## config.mk

```make
export PLATFORM = sky130hd
export DESIGN_NAME = mioc_flop_seq
export DESIGN_NICKNAME = d
export VERILOG_FILES = /design/src/rtl/mioc_flop_seq.sv
export SDC_FILE = /design/constraint.sdc
export NUM_CORES = 1
export LEC_CHECK = 0
export CORE_AREA = 5 5 60 62
export DETAILED_ROUTE_END_ITERATION = 12
export DIE_AREA = 0 0 65 67
export PLACE_DENSITY = 0.81
export SLEW_MARGIN = 0
export SYNTH_ARGS = -nofsm -noshare
export SYNTH_HDL_FRONTEND = slang
export SYNTH_SLANG_ARGS = --single-unit
export TNS_END_PERCENT = 20
```

## constraint.sdc

```tcl
create_clock -name clk -period 2 [get_ports clk]
set_clock_uncertainty 0.05 [all_clocks]
set_input_delay 0.4 -clock clk [delete_from_list [all_inputs] [get_ports clk]]
set_output_delay 0.4 -clock clk [all_outputs]
set_load 0.01 [all_outputs]
```

## src/rtl/mioc_flop_seq.sv

```systemverilog
// Round-robin two-port sequencer for a bank of open-drain set/reset flops; one registered pulse per grant.
// Grant to ack: PULSE_CYC+GAP_CYC+2 cycles with MIOC_FLOP_VERIFY_EN defined, one fewer without; requests hold until ack.
module mioc_flop_seq #(
    parameter int NFLOP     = 4,
    parameter int IDXW      = $clog2(NFLOP),
    parameter int PULSE_CYC = 3,
    parameter int GAP_CYC   = 2
) (
    input  logic             clk,
    input  logic             rst_n,
    input  logic             a_req,
    input  logic             a_op,
    input  logic [IDXW-1:0]  a_idx,
    output logic             a_ack,
    input  logic             b_req,
    input  logic             b_op,
    input  logic [IDXW-1:0]  b_idx,
    output logic             b_ack,
    output logic             resp_err,
    output logic [NFLOP-1:0] flop_set,
    output logic [NFLOP-1:0] flop_clr,
    output logic [NFLOP-1:0] flop_clr_n,
    input  logic [NFLOP-1:0] flop_q,
    output logic [NFLOP-1:0] q_sync,
    output logic             busy,
    output logic             err_sticky,
    input  logic             err_clr
);
    localparam int CMAX = (PULSE_CYC > GAP_CYC) ? PULSE_CYC : GAP_CYC;
    localparam int CW   = $clog2(CMAX + 1);

    typedef enum logic [2:0] {S_IDLE, S_PULSE, S_GAP, S_VERIFY, S_ACK} state_t;

    state_t            r_state, w_state_nx;
    logic [CW-1:0]     r_cnt, w_cnt_nx;
    logic              r_op, r_who, r_last_b;
    logic [IDXW-1:0]   r_idx;
    logic [NFLOP-1:0]  r_set, r_clr, r_clr_n, r_sync1, r_sync2;
    logic              r_a_ack, r_b_ack, r_busy;

    logic              w_ld, w_grant_b, w_op_nx, w_who_nx;
    logic [IDXW-1:0]   w_idx_nx;
    logic [NFLOP-1:0]  w_hot;

    // Tie goes to whichever requester was not granted last.
    assign w_grant_b = b_req & (~a_req | ~r_last_b);

    always_comb begin
        w_state_nx = r_state;
        w_cnt_nx   = r_cnt;
        w_ld       = 1'b0;
        case (r_state)
            S_IDLE: begin
                if (a_req || b_req) begin
                    w_state_nx = S_PULSE;
                    w_cnt_nx   = CW'(PULSE_CYC);
                    w_ld       = 1'b1;
                end
            end
            S_PULSE: begin
                if (r_cnt == CW'(1)) begin
                    w_state_nx = S_GAP;
                    w_cnt_nx   = CW'(GAP_CYC);
                end else begin
                    w_cnt_nx   = r_cnt - CW'(1);
                end
            end
            S_GAP: begin
                if (r_cnt == CW'(1)) begin
`ifdef MIOC_FLOP_VERIFY_EN
                    w_state_nx = S_VERIFY;
`else
                    w_state_nx = S_ACK;
`endif
                end else begin
                    w_cnt_nx   = r_cnt - CW'(1);
                end
            end
            S_VERIFY: w_state_nx = S_ACK;
            S_ACK:    w_state_nx = S_IDLE;
            default:  w_state_nx = S_IDLE;
        endcase
    end

    assign w_op_nx  = w_ld ? (w_grant_b ? b_op  : a_op)  : r_op;
    assign w_idx_nx = w_ld ? (w_grant_b ? b_idx : a_idx) : r_idx;
    assign w_who_nx = w_ld ? w_grant_b : r_who;

    // Out-of-range index matches no bit, so no pulse is driven.
    always_comb begin
        w_hot = '0;
        for (int i = 0; i < NFLOP; i++) begin
            if (w_idx_nx == IDXW'(i)) w_hot[i] = 1'b1;
        end
    end

    always_ff @(posedge clk or negedge rst_n) begin
        if (!rst_n) begin
            r_state  <= S_IDLE;
            r_cnt    <= '0;
            r_op     <= 1'b0;
            r_idx    <= '0;
            r_who    <= 1'b0;
            r_last_b <= 1'b1;
            r_set    <= '0;
            r_clr    <= '0;
            r_clr_n  <= '1;
            r_a_ack  <= 1'b0;
            r_b_ack  <= 1'b0;
            r_busy   <= 1'b0;
            r_sync1  <= '0;
            r_sync2  <= '0;
        end else begin
            r_state <= w_state_nx;
            r_cnt   <= w_cnt_nx;
            r_op    <= w_op_nx;
            r_idx   <= w_idx_nx;
            r_who   <= w_who_nx;
            if (r_state == S_ACK) r_last_b <= r_who;
            r_set   <= (w_state_nx == S_PULSE &&  w_op_nx) ? w_hot : '0;
            r_clr   <= (w_state_nx == S_PULSE && !w_op_nx) ? w_hot : '0;
            r_clr_n <= (w_state_nx == S_PULSE && !w_op_nx) ? ~w_hot : '1;
            r_a_ack <= (w_state_nx == S_ACK) && !w_who_nx;
            r_b_ack <= (w_state_nx == S_ACK) &&  w_who_nx;
            r_busy  <= (w_state_nx != S_IDLE);
            r_sync1 <= flop_q;
            r_sync2 <= r_sync1;
        end
    end

`ifdef MIOC_FLOP_VERIFY_EN
    logic r_resp_err, r_err_sticky, w_hit, w_qbit, w_mis;

    always_comb begin
        w_hit  = 1'b0;
        w_qbit = 1'b0;
        for (int i = 0; i < NFLOP; i++) begin
            if (r_idx == IDXW'(i)) begin
                w_hit  = 1'b1;
                w_qbit = r_sync2[i];
            end
        end
        w_mis = !w_hit || (w_qbit != r_op);
    end

    // A mismatch in the same cycle as err_clr keeps the sticky flag set.
    always_ff @(posedge clk or negedge rst_n) begin
        if (!rst_n) begin
            r_resp_err   <= 1'b0;
            r_err_sticky <= 1'b0;
        end else begin
            r_resp_err <= (r_state == S_VERIFY) && w_mis;
            if (r_state == S_VERIFY && w_mis) r_err_sticky <= 1'b1;
            else if (err_clr)                 r_err_sticky <= 1'b0;
        end
    end

    assign resp_err   = r_resp_err;
    assign err_sticky = r_err_sticky;
`else
    logic w_unused_err_clr;
    assign w_unused_err_clr = err_clr;
    assign resp_err   = 1'b0;
    assign err_sticky = 1'b0;
`endif

    assign a_ack      = r_a_ack;
    assign b_ack      = r_b_ack;
    assign flop_set   = r_set;
    assign flop_clr   = r_clr;
    assign flop_clr_n = r_clr_n;
    assign q_sync     = r_sync2;
    assign busy       = r_busy;
endmodule

```

==> impl_results.md, run 1 <==
- Grt met2 use: 0.2542
- Routability cong.: 0.7471
- Largest stage delay on the critical path: 0.56 ns
- Placed Area: 1739 µm²
- Post-synthesis cell area: 1305 µm²
- Num CTS Buffers: 5
- Number of synthesized flops with an enable pin: 0
- Post-synthesis mux area share: 0.01630
- Synth Warn #: 0
- Startpoint Class: flop
- Max-cap violations: 0
- 1st-pass router iterations: 4
- Post-CTS Hold Fix Bufs: 0
- # IOs: 36
- Post-DP HPWL: 2206 µm
- Util after Layout: 0.6055
- Final period utilization: 0.9336
- Setup CP Type: reg2out
- Min-delay worst type: reg2reg
- Clock buffer depth: 2
- Clk sinks: 33
- XOR/XNOR Fraction of Synth Area: 0.006711
- Worst path arrival time: 1.42 ns
- Worst skew pair latency: 0.33 ns
- 1st-iter DRT viols: 23
- IO Port Bufs: 32
- Fmax: 535.6 MHz
- Dominant synthesized flop cell: dfrtp_1
- PwrDens: 1491 nW/µm²
- Yosys top cell area share: 0.5369
- Status: finished, final reports clean
- Crit path buf inv count: 1
- Post-DR wirelength/cell: 16.17 µm
- Total gr overflow: 0
- P_leak: 0.7698 nW
- Starting Density: 0.4382
- CP max-delay cell: clkdlybuf4s50_1
- Most instantiated library cell after synthesis: dfrtp_1
- Max FO, Critical Path: 1
- Power after layout: 2.687 mW
- Fillers: 245
- Antenna Cells: 0
- Number of setup buffers added after CTS: 0
- DIE WIDTH: 65 µm
- Row count: 20
- Core Area: 2978 µm²
- VDD IR max: 0.0006530 V
- Initial antenna violation count: 0
- Main combinational cell family by area after synthesis: simple AND/OR/NAND/NOR gates
- Layout cell share with drive strength beyond 1: 0.2418
- Grt peak-use layer: met2
- Post-route cell area: 1803 µm²
- Global-route met3 utilization: 0.04216
- CP Capture Type: primary output
- Complex-gate fraction of the synthesized area: 0.1170
- Grt met1 use: 0.1837
- Synth unique cells: 34
- Vias per cell: 5.360
- Hold Violations, Final: 0
- Routed Antenna Nets: 0
- Adder-Cell Fraction of Synth Area: 0.01918
- # placed instances: 178
- Crit path cell chain: clkdlybuf4s50_1
- Routed Wire Length: 3007 µm
- Non-Filler Instances: 186
- Clock root buffer: clkbuf_4
- Via count: 997
- Commonest cells post-synth: dfrtp_1 (28), nor3_1 (9), nor2_1 (6)
- Fin. max-slew vios: 0
- Final Net Count: 169
- Area growth syn-to-layout: 38.16%
- Tmin final: 1.867 ns
- Total Routing Usage GR: 0.1603
- Worst path required time: 1.55 ns
- Die ar.: 4355 µm²
- Die height: 67 µm
- Register area share after synthesis: 0.6376
- CTS clk-pin slew, worst paths: 0.10 ns
- Post-route DRC: 0
- Mapped Cells: 104
- Worst path top cell family by delay: buffers and inverters
- CTS tree: done
- Setup-failing EPs final: 0
- Leading area contributor after synthesis: dfrtp_1
- Post-Synth Simple-Gate Area: 0.1448
- Synthesized area per cell: 12.55 µm²
- H-tree levels: 2
- Largest net degree at the start of global routing: 34
- Synth top area cells: dfrtp_1 (54%), dfstp_2 (10%), nor3_1 (3.5%)
- Unrepaired setup endpoints after global routing: false
- Vias in the first global route: 1076
- FFs w/ async S/R, synth: 1.000
- First-pass GRT wire length: 5057 µm
- Final Hold Slack: 0.3056 ns
- Count of state elements after synthesis: 33
## worst paths after layout
check	start	end	slack, ns	cells past startpoint
min in group asynchronous	rst_n	r_who	0.42	2
worst min-delay path	r_sync1[1]	q_sync[1]	0.31	0
max in group asynchronous	rst_n	r_last_b	1.14	2
worst max-delay path	flop_clr_n[3]	flop_clr_n[3]	0.13	1
worst max register to register	r_cnt[0]	flop_set[2]	0.25	6
worst min register to register	r_sync1[1]	q_sync[1]	0.31	0
## where the power goes
part | internal (mW) | switching, mW | leakage, nW
sequential | 0.879 | 0.0911 | 0.395
clock | 0.173 | 0.205 | 0.0326
combinational | 0.623 | 0.715 | 0.342
total | 1.68 | 1.01 | 0.770
## flip-flops by register name, summed over array words and instances (netlist names)
name        count
r_state         3
a_ack           1
r_cnt           2
flop_clr_n      4
r_sync1         4
q_sync          4
r_who           1
busy            1
b_ack           1
flop_clr        4
r_op            1
r_idx           2
flop_set        4
r_last_b        1
## cells by family after synthesis
group,Yosys count
other,1
multiplexers,2
adder cells (fa/ha/maj),2
flip-flops,33
XOR/XNOR,1
AND/OR/NAND/NOR,33
AO/OA/AOI/OAI,17
buffers and inverters,15
## per-stage QoR
stage,setup slack (ns),TNS [ns]
after global placement,-0.09011,-0.4083
after CTS,0.08947,0
after floorplan,0.4266,0
final,0.1328,0
after detailed placement,-0.1825,-1.124
after global routing,0.01972,0
## area by class of cell
cell class / count / area [µm²] / area share
Inverter: 9 / 36.28 / 0.02012
Timing Repair Buffer: 46 / 425.4 / 0.2359
Clock buffer: 8 / 58.81 / 0.03262
Tap cell: 33 / 41.29 / 0.02290
Sequential cell: 33 / 832.0 / 0.4615
Multi-Input combinational cell: 57 / 409.1 / 0.2269
## routing by layer
metal / share of wire / routed length [µm] / vias up
met1: 0.40 / 1193 / 482
met4: 0.036 / 107 / 0
li1: - / - / 462
met2: 0.49 / 1482 / 44
met5: 0 / 0 / -
met3: 0.074 / 224 / 9
## cell usage in the layout, fill, tap and decap left out, types with 2 or more instances in the layout
cell type	count
nand4_1	4
clkbuf_4	5
conb_1	2
o22ai_4	2
clkdlybuf4s50_1	32
nor2_1	6
a21oi_1	4
inv_1	5
buf_4	14
nor3_1	9
o32a_1	3
clkbuf_1	2
nor4_1	5
dfrtp_1	28
ha_1	2
dfstp_2	5
o21ai_0	2
nor2b_1	3
inv_2	3
## repair_timing
| action | CTS | global route |
|---|---|---|
| resized for setup | 0 | 1 |
| setup endpoints to repair | 0 | 1 |
| hold endpoints to repair | 0 | 0 |
Note: power is estimated with default switching activity, not from simulation.
==> run 2: changes to the inputs <==
--- a/config.mk
+++ b/config.mk
@@ -5,9 +5,11 @@
 export SDC_FILE = /design/constraint.sdc
 export NUM_CORES = 1
 export LEC_CHECK = 0
-export CORE_AREA = 5 5 60 62
+export CELL_PAD_IN_SITES_DETAIL_PLACEMENT = 0
+export CELL_PAD_IN_SITES_GLOBAL_PLACEMENT = 1
+export CORE_AREA = 5 5 67 69
 export DETAILED_ROUTE_END_ITERATION = 12
-export DIE_AREA = 0 0 65 67
+export DIE_AREA = 0 0 72 74
 export PLACE_DENSITY = 0.81
 export SLEW_MARGIN = 0
 export SYNTH_ARGS = -nofsm -noshare
==> impl_results.md, run 2 (synthesized netlist as in run 1, its figures left out) <==
- Post-route cell area: 1859 µm²
- Clock root buffer: clkbuf_8
- Routed Wire Length: 2730 µm
- Die ar.: 5328 µm²
- Internal: 1.736 mW
- Crit path buf inv count: 1
- Crit. Startpoint: flop_clr_n[3]
- Antenna Cells: 0
- Num CTS Buffers: 5
- Largest net degree at the start of global routing: 34
- PwrDens: 1487 nW/µm²
- Reg2reg start: r_cnt[0]
- Post_cts resized: 0
- Reg2reg end: r_cnt[1]
- Setup-failing EPs final: 0
- Row count: 23
- Area occupied by registers: 832.0 µm²
- Via count: 954
- 1st-pass router iterations: 4
- Clk pwr share: 0.182
- Area of the multi-input gates: 404.1 µm²
- First-pass GRT wire length: 4733 µm
- Post-route DRC: 0
- H-tree levels: 2
- Non-Filler Instances: 204
- Sw Share: 0.3724
- Sequential power share: 0.351
- Setup CP Type: reg2out
- Min-delay worst type: reg2reg
- Fillers: 389
- Largest stage delay on the critical path: 0.54 ns
- Final Hold Slack: 0.3028 ns
- CP Capture Type: primary output
- Total gr overflow: 0
- # IOs: 36
- Fmax: 557.8 MHz
- Layout cell share with drive strength beyond 1: 0.2532
- Max FO, Critical Path: 1
- Gate power share: 0.468
- Vias in the first global route: 1031
- Die height: 74 µm
- Worst path arrival time: 1.34 ns
- Final Net Count: 170
- Total Routing Usage GR: 0.1170
- Clock buffer depth: 2
- Core Area: 3856 µm²
- Switch Pwr: 1.030 mW
- Routability cong.: 0.7788
- VDD IR max: 0.0008378 V
- CP max-delay cell: clkdlybuf4s50_1
- Tmin final: 1.793 ns
- Fin. max-slew vios: 0
- Routed Antenna Nets: 0
- Post-CTS Hold Fix Bufs: 0
- P_leak: 0.7774 nW
- CTS tree: done
- Area growth syn-to-layout: 42.47%
- Hold Violations, Final: 0
- Starting Density: 0.3384
- Post-DP HPWL: 2015 µm
- Worst R2R Path Depth: 5
- Unrepaired setup endpoints after global routing: false
- Worst path top cell family by delay: buffers and inverters
- Placed Area: 1768 µm²
- Status: finished, final reports clean
- CTS clk-pin slew, worst paths: 0.07 ns
- Final period utilization: 0.8964
- Vias per cell: 4.676
- Worst skew pair latency: 0.29 ns
- Post-DR wirelength/cell: 13.38 µm
- 1st-iter DRT viols: 32
- FF-to-FF setup slack: 0.28 ns
- Crit path cell chain: clkdlybuf4s50_1
- Startpoint Class: flop
- Critical path depth: 1
- Initial antenna violation count: 0
- # placed instances: 196
- Max-cap violations: 0
- Worst path required time: 1.55 ns
- Commonest cells after routing, fill and taps aside: clkdlybuf4s50_1 (32), dfrtp_1 (28), buf_4 (15)
- Number of setup buffers added after CTS: 0
- Clk sinks: 33
- Critical Path End: flop_clr_n[3]
- DIE WIDTH: 72 µm
- Most common cell after layout, fill and taps aside: clkdlybuf4s50_1
- Power after layout: 2.765 mW
- IO Port Bufs: 32
-- run 2: cell type report --
type,count,share of cell area
flip-flops and latches,33,0.4475
well taps,50,0.03365
multi-input cells,57,0.2174
clock buffers,5,0.03701
clock inverters,3,0.01211
inverters,9,0.01952
repair buffers,47,0.2328
-- run 2: worst min path at each step --
stage               startpoint   endpoint  depth (start not counted)
CTS                 r_sync1[3]  q_sync[3]                          0
finish              r_sync1[3]  q_sync[3]                          0
detailed placement  r_sync1[3]  q_sync[3]                          0
floorplan                rst_n      a_ack                          0
global placement    r_sync1[2]  q_sync[2]                          0
global route        r_sync1[3]  q_sync[3]                          0
-- run 2: stage by stage --
| stage | utilization | setup TNS (ns) | setup slack (ns) |
|---|---|---|---|
| final | 0.4822 | 0 | 0.2072 |
| after global routing | 0.4822 | 0 | 0.08682 |
| after CTS | 0.4822 | 0 | 0.1798 |
| after detailed placement | 0.4585 | -0.3539 | -0.08303 |
| after global placement | 0.4585 | -0.2404 | -0.05776 |
| after floorplan | - | 0 | 0.4266 |
-- run 2: metal layers --
| layer | vias to the layer above | wire (µm) | track usage |
|---|---|---|---|
| met1 | 464 | 1153 | 0.1376 |
| met2 | 23 | 1337 | 0.1857 |
| met4 | 0 | 44 | 0.04384 |
| met3 | 5 | 194 | 0.05811 |
| met5 | - | 0 | 0 |
| li1 | 462 | - | - |
-- run 2: power groups by stage --
stage                     clock [mW]  sequential (mW)  combinational [mW]
after floorplan                    0             1.01               0.716
after global placement             0            0.972                1.26
after detailed placement           0            0.981                1.29
after CTS                      0.522            0.972                1.30
after global routing           0.557            0.993                1.42
final                          0.503            0.970                1.29
==> run 3: changes to the inputs <==
--- a/config.mk
+++ b/config.mk
@@ -7,9 +7,9 @@
 export LEC_CHECK = 0
 export CELL_PAD_IN_SITES_DETAIL_PLACEMENT = 0
 export CELL_PAD_IN_SITES_GLOBAL_PLACEMENT = 1
-export CORE_AREA = 5 5 67 69
+export CORE_AREA = 5 5 76 61
 export DETAILED_ROUTE_END_ITERATION = 12
-export DIE_AREA = 0 0 72 74
+export DIE_AREA = 0 0 81 66
 export PLACE_DENSITY = 0.81
 export SLEW_MARGIN = 0
 export SYNTH_ARGS = -nofsm -noshare
==> constraint.sdc (replaced) <==
create_clock -name clk -period 1.7 [get_ports clk]
set_clock_uncertainty 0.05 [all_clocks]
set_input_delay 0.34 -clock clk [delete_from_list [all_inputs] [get_ports clk]]
set_output_delay 0.34 -clock clk [all_outputs]
set_load 0.01 [all_outputs]
==> impl_results.md, run 3 (synthesized netlist as in run 1, its figures left out) <==
- Switch Pwr: 1.318 mW
- Max FO, Critical Path: 5
- Worst path required time: 1.84 ns
- Fillers: 352
- Vias in the first global route: 1020
- Setup CP Type: reg2reg
- Hold Violations, Final: 0
- Largest net degree at the start of global routing: 34
- Starting Density: 0.3386
- FF-to-FF setup slack: 0.02 ns
- Via count: 997
- Worst skew pair latency: 0.28 ns
- Core Area: 3854 µm²
- Antenna Cells: 0
- Status: finished, final reports clean
- Worst path arrival time: 1.82 ns
- Row count: 20
- Gate power share: 0.514
- H-tree levels: 2
- Power after layout: 3.509 mW
- 1st-iter DRT viols: 55
- Clk sinks: 33
- Unrepaired setup endpoints after global routing: true
- Post-route cell area: 1969 µm²
- DIE WIDTH: 81 µm
- Post-DR wirelength/cell: 14.20 µm
- Fmax: 593.6 MHz
- Clk pwr share: 0.157
- Crit. Startpoint: r_state[2]
- CTS clk-pin slew, worst paths: 0.06 ns
- Routed Wire Length: 3052 µm
- First-pass GRT wire length: 5009 µm
- Placed Area: 1802 µm²
- Area growth syn-to-layout: 50.91%
- Startpoint Class: flop
- P_leak: 0.8202 nW
- Internal: 2.191 mW
- Most common cell after layout, fill and taps aside: dfrtp_1
- Min-delay worst type: reg2reg
- Routed Antenna Nets: 0
- Hold Crit Start: r_sync1[3]
- Sw Share: 0.3757
- Routability cong.: 0.8398
- Crit path cell chain: or3_4 > buf_4 > o22ai_4 > inv_4 > nor4_2
- CP Capture Type: flop
- Clock buffer depth: 2
- Post-DP HPWL: 2198 µm
- Vias per cell: 4.637
- Final Net Count: 176
- Die height: 66 µm
- Num CTS Buffers: 5
- CTS tree: done
- IO Port Bufs: 32
- Final period utilization: 0.9910
- Commonest cells after routing, fill and taps aside: dfrtp_1 (28), clkdlybuf4s50_1 (26), buf_4 (20)
- Sequential power share: 0.329
- PwrDens: 1782 nW/µm²
- Die ar.: 5346 µm²
- Layout cell share with drive strength beyond 1: 0.3563
- Tmin final: 1.685 ns
- Initial antenna violation count: 0
- Post-route DRC: 0
- Clock root buffer: clkbuf_8
- Total Routing Usage GR: 0.1280
- # IOs: 36
- Setup-failing EPs final: 0
- Reg2reg start: r_state[2]
- Total gr overflow: 0
- Fin. max-slew vios: 0
- CP max-delay cell: or3_4
- Max-cap violations: 0
- Largest stage delay on the critical path: 0.40 ns
- 1st-pass router iterations: 4
- VDD IR max: 0.0005655 V
-- run 3: cell count changes in the layout (fill, tap and decap cells not counted), sizes merged --
cell,change
clkdlybuf4s50,-6
dlygate4sd2,+6
buf,+6
clkinvlp,-3
clkbuf,+1
clkinv,+2
-- run 3: what timing repair did --
item                       in CTS  in global routing
setup endpoints to repair      13                  9
pin swaps                       4                  2
hold buffers                    0                  0
cloned                          0                  0
gates resized for setup        10                 11
buffers inserted                3                  1
-- run 3: final cells by class --
| cell class | instances | area, µm² | area share |
|---|---|---|---|
| timing repair buffer | 53 | 483.0 | 0.2452 |
| clock buffer | 6 | 72.57 | 0.03685 |
| tap | 55 | 68.82 | 0.03494 |
| sequential | 33 | 832.0 | 0.4225 |
| multi-input combinational | 57 | 466.7 | 0.2370 |
| clock inverter | 2 | 10.01 | 0.005083 |
| inverter | 9 | 36.28 | 0.01842 |
-- run 3: final timing paths --
check,end,cells after the start
worst min register to register,q_sync[3],0
max in group asynchronous,flop_clr_n[2],2
min in group asynchronous,r_state[2],2
worst max register to register,flop_clr[1],5
worst min-delay path,q_sync[3],0
worst max-delay path,flop_clr[1],5
-- run 3: metrics by stage --
step | instances | util | hold slack [ns] | setup TNS, ns | worst slack, ns
after global placement | 203 | 0.4675 | 0.2872 | -3.150 | -0.3146
final | 215 | 0.5110 | 0.2984 | 0 | 0.01524
after detailed placement | 203 | 0.4675 | 0.2847 | -3.478 | -0.3811
after global routing | 215 | 0.5110 | 0.3085 | -0.3558 | -0.06165
after floorplan | 105 | - | -0.005591 | 0 | 0.1266
after CTS | 214 | 0.4961 | 0.2996 | -0.03731 | -0.03731
-- run 3: power by group through the flow --
stage	sequential [mW]	clock (mW)	combinational (mW)
global placement	1.16	0	1.53
detailed placement	1.17	0	1.58
global route	1.18	0.621	1.97
CTS	1.15	0.570	1.65
floorplan	1.19	0	0.842
finish	1.15	0.552	1.80
-- run 3: critical path, delay by kind of cell (launching register included) --
family	cells	cell delay, ns
buf+inv	2	0.26
compound gates	1	0.21
flops	1	0.39
simple gates	2	0.68
-- run 3: routing by layer --
layer  global-route usage  vias up  wire length [µm]
met2               0.1947       31              1358
met4              0.05063        0                34
li1                     -      476                 -
met3              0.05586        3               225
met5                    0        -                 0
met1               0.1588      487              1435
